<file path="src/rtl/accel_sequencer.sv">
// Accelerometer sequencer: writes the three init registers, then on every sample tick
// reads X/Y over a request/ack byte engine and publishes a coherent 16-bit sample pair.
module accel_sequencer #(
   parameter int unsigned TICK_DIV = 25000000,
   parameter int unsigned TIMEOUT  = 4096,
   parameter logic [7:0]  FMT_VAL  = 8'h40,
   parameter logic [7:0]  RATE_VAL = 8'h0A
) (
   input  logic        clk,
   input  logic        reset,
   input  logic        hold,
   output logic        spi_req,
   output logic        spi_wr,
   output logic [5:0]  spi_addr,
   output logic [7:0]  spi_wdata,
   input  logic        spi_ack,
   input  logic [7:0]  spi_rdata,
   output logic [15:0] data_x,
   output logic [15:0] data_y,
   output logic        data_update,
   output logic        init_done,
   output logic        overrun,
   output logic        err_timeout
);

   localparam int unsigned       TICK_W    = (TICK_DIV > 1) ? $clog2(TICK_DIV) : 1;
   localparam int unsigned       TO_W      = $clog2(TIMEOUT + 1);
   localparam logic [TICK_W-1:0] TICK_LAST = TICK_W'(TICK_DIV - 1);
   localparam logic [TO_W-1:0]   TO_LAST   = TO_W'(TIMEOUT - 1);

   typedef enum logic [1:0] {ST_INIT, ST_IDLE, ST_READ, ST_COMMIT} state_t;

   state_t            state_q;
   logic [1:0]        idx_q;
   logic              spi_req_q, spi_wr_q;
   logic [5:0]        spi_addr_q;
   logic [7:0]        spi_wdata_q;
   logic [TO_W-1:0]   to_cnt_q;
   logic [TICK_W-1:0] tick_cnt_q, tick_cnt_d;
   logic              pending_q, pending_d;
   logic              overrun_q, overrun_d;
   logic              err_timeout_q, init_done_q, data_update_q;
   logic [15:0]       data_x_q, data_y_q;
   logic [7:0]        shadow_q [4];
   logic              tick_wrap, start_read, ack_valid, to_expired;

   function automatic logic [5:0] init_addr(input logic [1:0] idx);
      case (idx)
         2'd0:    return 6'h31;
         2'd1:    return 6'h2C;
         default: return 6'h2D;
      endcase
   endfunction

   function automatic logic [7:0] init_data(input logic [1:0] idx);
      case (idx)
         2'd0:    return FMT_VAL;
         2'd1:    return RATE_VAL;
         default: return 8'h08;
      endcase
   endfunction

   always_comb begin
      // NOTE: every output of this block gets a default first, so no path can infer a latch.
      pending_d  = pending_q;
      overrun_d  = overrun_q;
      tick_wrap  = (tick_cnt_q == TICK_LAST);
      tick_cnt_d = tick_wrap ? '0 : tick_cnt_q + 1'b1;
      start_read = (state_q == ST_IDLE) && pending_q && !hold;
      ack_valid  = spi_ack && spi_req_q;
      to_expired = spi_req_q && !spi_ack && (to_cnt_q == TO_LAST);
      // A wrap coinciding with the pending clear re-arms pending without counting an overrun.
      if (tick_wrap) begin
         pending_d = 1'b1;
         if (pending_q && !start_read) overrun_d = 1'b1;
      end else if (start_read) begin
         pending_d = 1'b0;
      end
   end

   // NOTE: all state below uses non-blocking assignments so every register samples pre-edge values.
   always_ff @(posedge clk) begin
      if (reset) begin
         state_q       <= ST_INIT;
         idx_q         <= '0;
         spi_req_q     <= 1'b0;
         spi_wr_q      <= 1'b0;
         spi_addr_q    <= '0;
         spi_wdata_q   <= '0;
         to_cnt_q      <= '0;
         tick_cnt_q    <= '0;
         pending_q     <= 1'b0;
         overrun_q     <= 1'b0;
         err_timeout_q <= 1'b0;
         init_done_q   <= 1'b0;
         data_update_q <= 1'b0;
         data_x_q      <= '0;
         data_y_q      <= '0;
         // NOTE: the shadow bytes are small flops, not RAM, so clearing them on reset is cheap and required.
         for (int i = 0; i < 4; i++) shadow_q[i] <= '0;
      end else begin
         tick_cnt_q    <= tick_cnt_d;
         pending_q     <= pending_d;
         overrun_q     <= overrun_d;
         data_update_q <= 1'b0;
         if (spi_req_q) to_cnt_q <= to_cnt_q + 1'b1;

         if (to_expired) begin
            spi_req_q     <= 1'b0;
            err_timeout_q <= 1'b1;
            init_done_q   <= 1'b0;
            idx_q         <= '0;
            state_q       <= ST_INIT;
         end else begin
            case (state_q)
               ST_INIT: begin
                  if (!spi_req_q) begin
                     spi_req_q   <= 1'b1;
                     spi_wr_q    <= 1'b1;
                     spi_addr_q  <= init_addr(idx_q);
                     spi_wdata_q <= init_data(idx_q);
                     to_cnt_q    <= '0;
                  end else if (ack_valid) begin
                     spi_req_q <= 1'b0;
                     if (idx_q == 2'd2) begin
                        idx_q       <= '0;
                        init_done_q <= 1'b1;
                        state_q     <= ST_IDLE;
                     end else begin
                        idx_q <= idx_q + 2'd1;
                     end
                  end
               end
               ST_IDLE: begin
                  if (start_read) begin
                     spi_req_q   <= 1'b1;
                     spi_wr_q    <= 1'b0;
                     spi_addr_q  <= 6'h32;
                     spi_wdata_q <= '0;
                     to_cnt_q    <= '0;
                     idx_q       <= '0;
                     state_q     <= ST_READ;
                  end
               end
               ST_READ: begin
                  if (!spi_req_q) begin
                     spi_req_q   <= 1'b1;
                     spi_wr_q    <= 1'b0;
                     spi_addr_q  <= 6'h32 + {4'd0, idx_q};
                     spi_wdata_q <= '0;
                     to_cnt_q    <= '0;
                  end else if (ack_valid) begin
                     shadow_q[idx_q] <= spi_rdata;
                     spi_req_q       <= 1'b0;
                     if (idx_q == 2'd3) begin
                        // Publish both axes together, visible during the COMMIT cycle.
                        data_x_q      <= {shadow_q[1], shadow_q[0]};
                        data_y_q      <= {spi_rdata, shadow_q[2]};
                        data_update_q <= 1'b1;
                        idx_q         <= '0;
                        state_q       <= ST_COMMIT;
                     end else begin
                        idx_q <= idx_q + 2'd1;
                     end
                  end
               end
               ST_COMMIT: state_q <= ST_IDLE;
               default:   state_q <= ST_INIT;
            endcase
         end
      end
   end

   assign spi_req     = spi_req_q;
   assign spi_wr      = spi_wr_q;
   assign spi_addr    = spi_addr_q;
   assign spi_wdata   = spi_wdata_q;
   assign data_x      = data_x_q;
   assign data_y      = data_y_q;
   assign data_update = data_update_q;
   assign init_done   = init_done_q;
   assign overrun     = overrun_q;
   assign err_timeout = err_timeout_q;

endmodule

</file>
<file path="config.mk">
export PLATFORM = sky130hd
export DESIGN_NAME = accel_sequencer
export DESIGN_NICKNAME = d
export VERILOG_FILES = /design/src/rtl/accel_sequencer.sv
export SDC_FILE = /design/constraint.sdc
export NUM_CORES = 1
export LEC_CHECK = 0
export CAP_MARGIN = 10
export CORE_ASPECT_RATIO = 1.1
export CORE_MARGIN = 3
export CORE_UTILIZATION = 35
export CTS_BUF_LIST = sky130_fd_sc_hd__clkbuf_4 sky130_fd_sc_hd__clkbuf_8
export CTS_CLUSTER_DIAMETER = 80
export CTS_CLUSTER_SIZE = 28
export DETAILED_ROUTE_END_ITERATION = 6
export HOLD_SLACK_MARGIN = 0.06
export PLACE_DENSITY = 0.63
export SYNTH_ARGS = -nofsm -noshare
export SYNTH_HDL_FRONTEND = slang
export SYNTH_SLANG_ARGS = --single-unit
</file>
<file path="constraint.sdc">
create_clock -name clk -period 2.3 [get_ports clk]
set_input_delay 0.46 -clock clk [delete_from_list [all_inputs] [get_ports clk]]
set_output_delay 0.46 -clock clk [all_outputs]
set_load 0.05 [all_outputs]
</file>
==> flow_summary.yaml <==
logic_synthesis:
  synth_edf_count: 24
  yosys_warnings: 0
  ys.flop_type: "dfxtp_1"
  synth_cells: 520
  avgSynthCellArea_um2: 9.26
  synth_seq_area_share: 0.520
  synth_area_um2: 4810
  ys_types: 51
  synth_top_area_frac: 0.370
  yosys.area.top_type: "dfxtp_1"
  ys_ff_latch: 113
  synth_top_cells_by_area: "dfxtp_1, edfxtp_1, nand2_1"
  synth_async_sr_flop_share: 0
critical_path:
  worstPathMaxFanout: 7
  critPathMaxStageDelay_ns: 0.69
  cp.required_ns: 2.65
  path_cells: "ha_1 -> nand4_2 -> or4_1 -> or3_1 -> a21oi_2"
  critical_path.slowest_cell: "or4_1"
  end_kind: "flop"
  critPathLaunchType: "flop"
  crit_arrival_ns: 2.45
  path_class: "reg2reg"
clocking:
  clk_pin_slew_ns: 0.07
  ctsLongestPathBuffers: 2
  numCtsBuffers: 17
  cts-htree-levels: 4
  clock_latency_ns: 0.42
  cts_tree: "built"
  cts_resized: 0
  clkSinkCount: 113
  post_cts_buffers: 0
  hold_buffers: 0
  root_buffer: "clkbuf_8"
drt:
  drt_iter0_drc: 305
  via_per_inst: 4.84
  route.detailed.drc: 0
  drt-pass1-iter-count: 4
  routed_wirelength_um: 10200
  post_drt_wl_per_cell_um: 13.1
  antenna_left: 0
  via_count: 3778
floorplan:
  initial_core_util: 0.361
  io_pins: 64
  rows: 44
  die_area_um2: 15200
  coreArea_um2: 13300
  die_x_um: 118
  die_h_um: 129
job:
  cap_violations: 0
power_and_ir_drop:
  p_comb_frac: 0.203
  ir_drop_mv: 0.333
  switchingPower_uw: 1610
  cellLeakagePower_uw: 0.00210
  p_total_uw: 5350
  internal-power_uw: 3740
  pwr-share-seq: 0.419
  clock_power_share: 0.378
  power_density_nw_per_um2: 885
  switching_share: 0.300
final_layout:
  syn2layout_area_growth_pct: 25.6
  drive_above_1_share: 0.102
  antenna_cells: 0
  stdcell_count: 780
  nets: 607
timing:
  clock-skew-final_ns: 0.00878
  fin_tns_setup_ns: 0
  fmax_mhz: 476
  period_needed_ns: 2.10
  whs_ns: 0.454
  relSlewSlack: 0.645
  slew_viol_final: 0
  timing.final.ws_setup_ns: 0.199
  setup_violations: 0
  finalCritPeriodShare: 0.913
  worst_pin_slew_ns: 0.532
  rsz0062_at_grt: "no"
  hold_viol_final: 0
place:
  place_congestion: 0.750
  dp_hpwl_um: 7280
  pre_cts_ws_ns: 0.0769
  port_buffers: 58
  place_inst: 748
global_routing:
  grt_overflow: 0
  grt_pass1_wl_um: 17400
  antenna_found_initial: 0
  grt_start_max_net_pins: 35
  grt_pass1_vias: 3671
  track_usage: 0.140
hold_path:
  hold_path.class: "reg2reg"
run_status:
  status: "completed"
==> path summary, 6_finish.rpt <==
check / slack, ns / depth (start not counted) / startpoint / to
max: 0.20 / 5 / tick_cnt_q[0] / tick_cnt_q[24]
min reg2reg: 0.45 / 2 / data_y[6] / data_y[6]
min: 0.45 / 2 / data_y[6] / data_y[6]
max reg2reg: 0.20 / 5 / tick_cnt_q[0] / tick_cnt_q[24]
==> registers in the layout, indices dropped and copies added (netlist names) <==
register / count
data_update: 1
data_x: 16
data_y: 16
err_timeout: 1
idx_q: 2
init_done: 1
overrun: 1
pending_q: 1
shadow_q: 24
spi_addr: 6
spi_req: 1
spi_wdata: 2
spi_wr: 1
state_q: 2
tick_cnt_q: 25
to_cnt_q: 13
==> cell families (layout without fill, tap and decap cells) <==
logic type | after synthesis | after routing | share of synthesized area
other cells | 1 | 5 | 0.000779
xor+xnor | 24 | 24 | 0.0437
compound gates | 91 | 91 | 0.109
flops | 113 | 113 | 0.520
fa+ha+maj | 12 | 12 | 0.0312
simple gates | 231 | 231 | 0.249
buf+inv | 46 | 118 | 0.0426
mux | 2 | 2 | 0.00416
==> worst max-delay path, delay by kind of cell (launching register included) <==
kind                     cells  cell delay, ns
AND/OR/NAND/NOR              3            1.25
flip-flops                   1            0.39
adder cells (fa/ha/maj)      1            0.25
AO/OA/AOI/OAI                1            0.13
==> cell type report <==
cell class                 count  area [µm²]
timing repair buffer          72         703
fill                        1312        7280
tap                          184         230
clock buffer                  19         249
sequential                   113        2500
clock inverter                13         185
multi-input combinational    365        2120
inverter                      14        52.6
==> layout by cell type (no fill, tap or decap), types with 5 or more instances in the layout <==
| cell | n |
|---|---|
| buf_4 | 13 |
| clkdlybuf4s50_1 | 56 |
| ha_1 | 12 |
| or4_1 | 5 |
| nor4_1 | 6 |
| and4_1 | 6 |
| nand3_1 | 18 |
| conb_1 | 5 |
| or3_1 | 9 |
| and2_1 | 28 |
| nor2_1 | 42 |
| clkbuf_8 | 17 |
| xnor2_1 | 15 |
| inv_1 | 14 |
| xor2_1 | 9 |
| nand2_1 | 77 |
| nor3_1 | 7 |
| edfxtp_1 | 24 |
| nand4_1 | 9 |
| o21ai_0 | 13 |
| dfxtp_1 | 89 |
| a21oi_1 | 56 |
==> metrics by stage <==
step / util / instance area, µm²
2_1_floorplan: - / 4830
3_3_place_gp: 0.421 / 5610
3_5_place_dp: 0.421 / 5610
4_1_cts: 0.454 / 6040
5_1_grt: 0.454 / 6040
6_report: 0.454 / 6040
==> per-layer routing <==
layer | vias up | global-route usage | part of all wire
met3 | 8 | 0.0426 | 0.055
met1 | 1766 | 0.161 | 0.43
met4 | 0 | 0.0524 | 0.011
met2 | 88 | 0.246 | 0.50
met5 | - | 0 | 0
li1 | 1916 | - | -
==> power by group through the flow <==
stage | sequential, µW | combinational, µW | clock, µW
after floorplan | 2500 | 545 | 0
after CTS | 2240 | 1090 | 2070
after global routing | 2260 | 1180 | 2170
final | 2240 | 1080 | 2020
after detailed placement | 2290 | 1080 | 0
after global placement | 2280 | 1060 | 0
==> cell usage after synthesis (4+ instances only) <==
| master | number |
|---|---|
| dfxtp_1 | 89 |
| nand2_1 | 77 |
| a21oi_1 | 56 |
| nor2_1 | 42 |
| and2_1 | 28 |
| edfxtp_1 | 24 |
| clkbuf_1 | 19 |
| nand3_1 | 18 |
| xnor2_1 | 15 |
| inv_1 | 14 |
| o21ai_0 | 13 |
| ha_1 | 12 |
| nand4_1 | 9 |
| or3_1 | 9 |
| xor2_1 | 9 |
| buf_4 | 7 |
| nor3_1 | 7 |
| and4_1 | 6 |
| nor4_1 | 6 |
| buf_2 | 5 |
| or4_1 | 5 |
| or2_2 | 4 |
No activity file was read; power rests on OpenSTA's default activity.
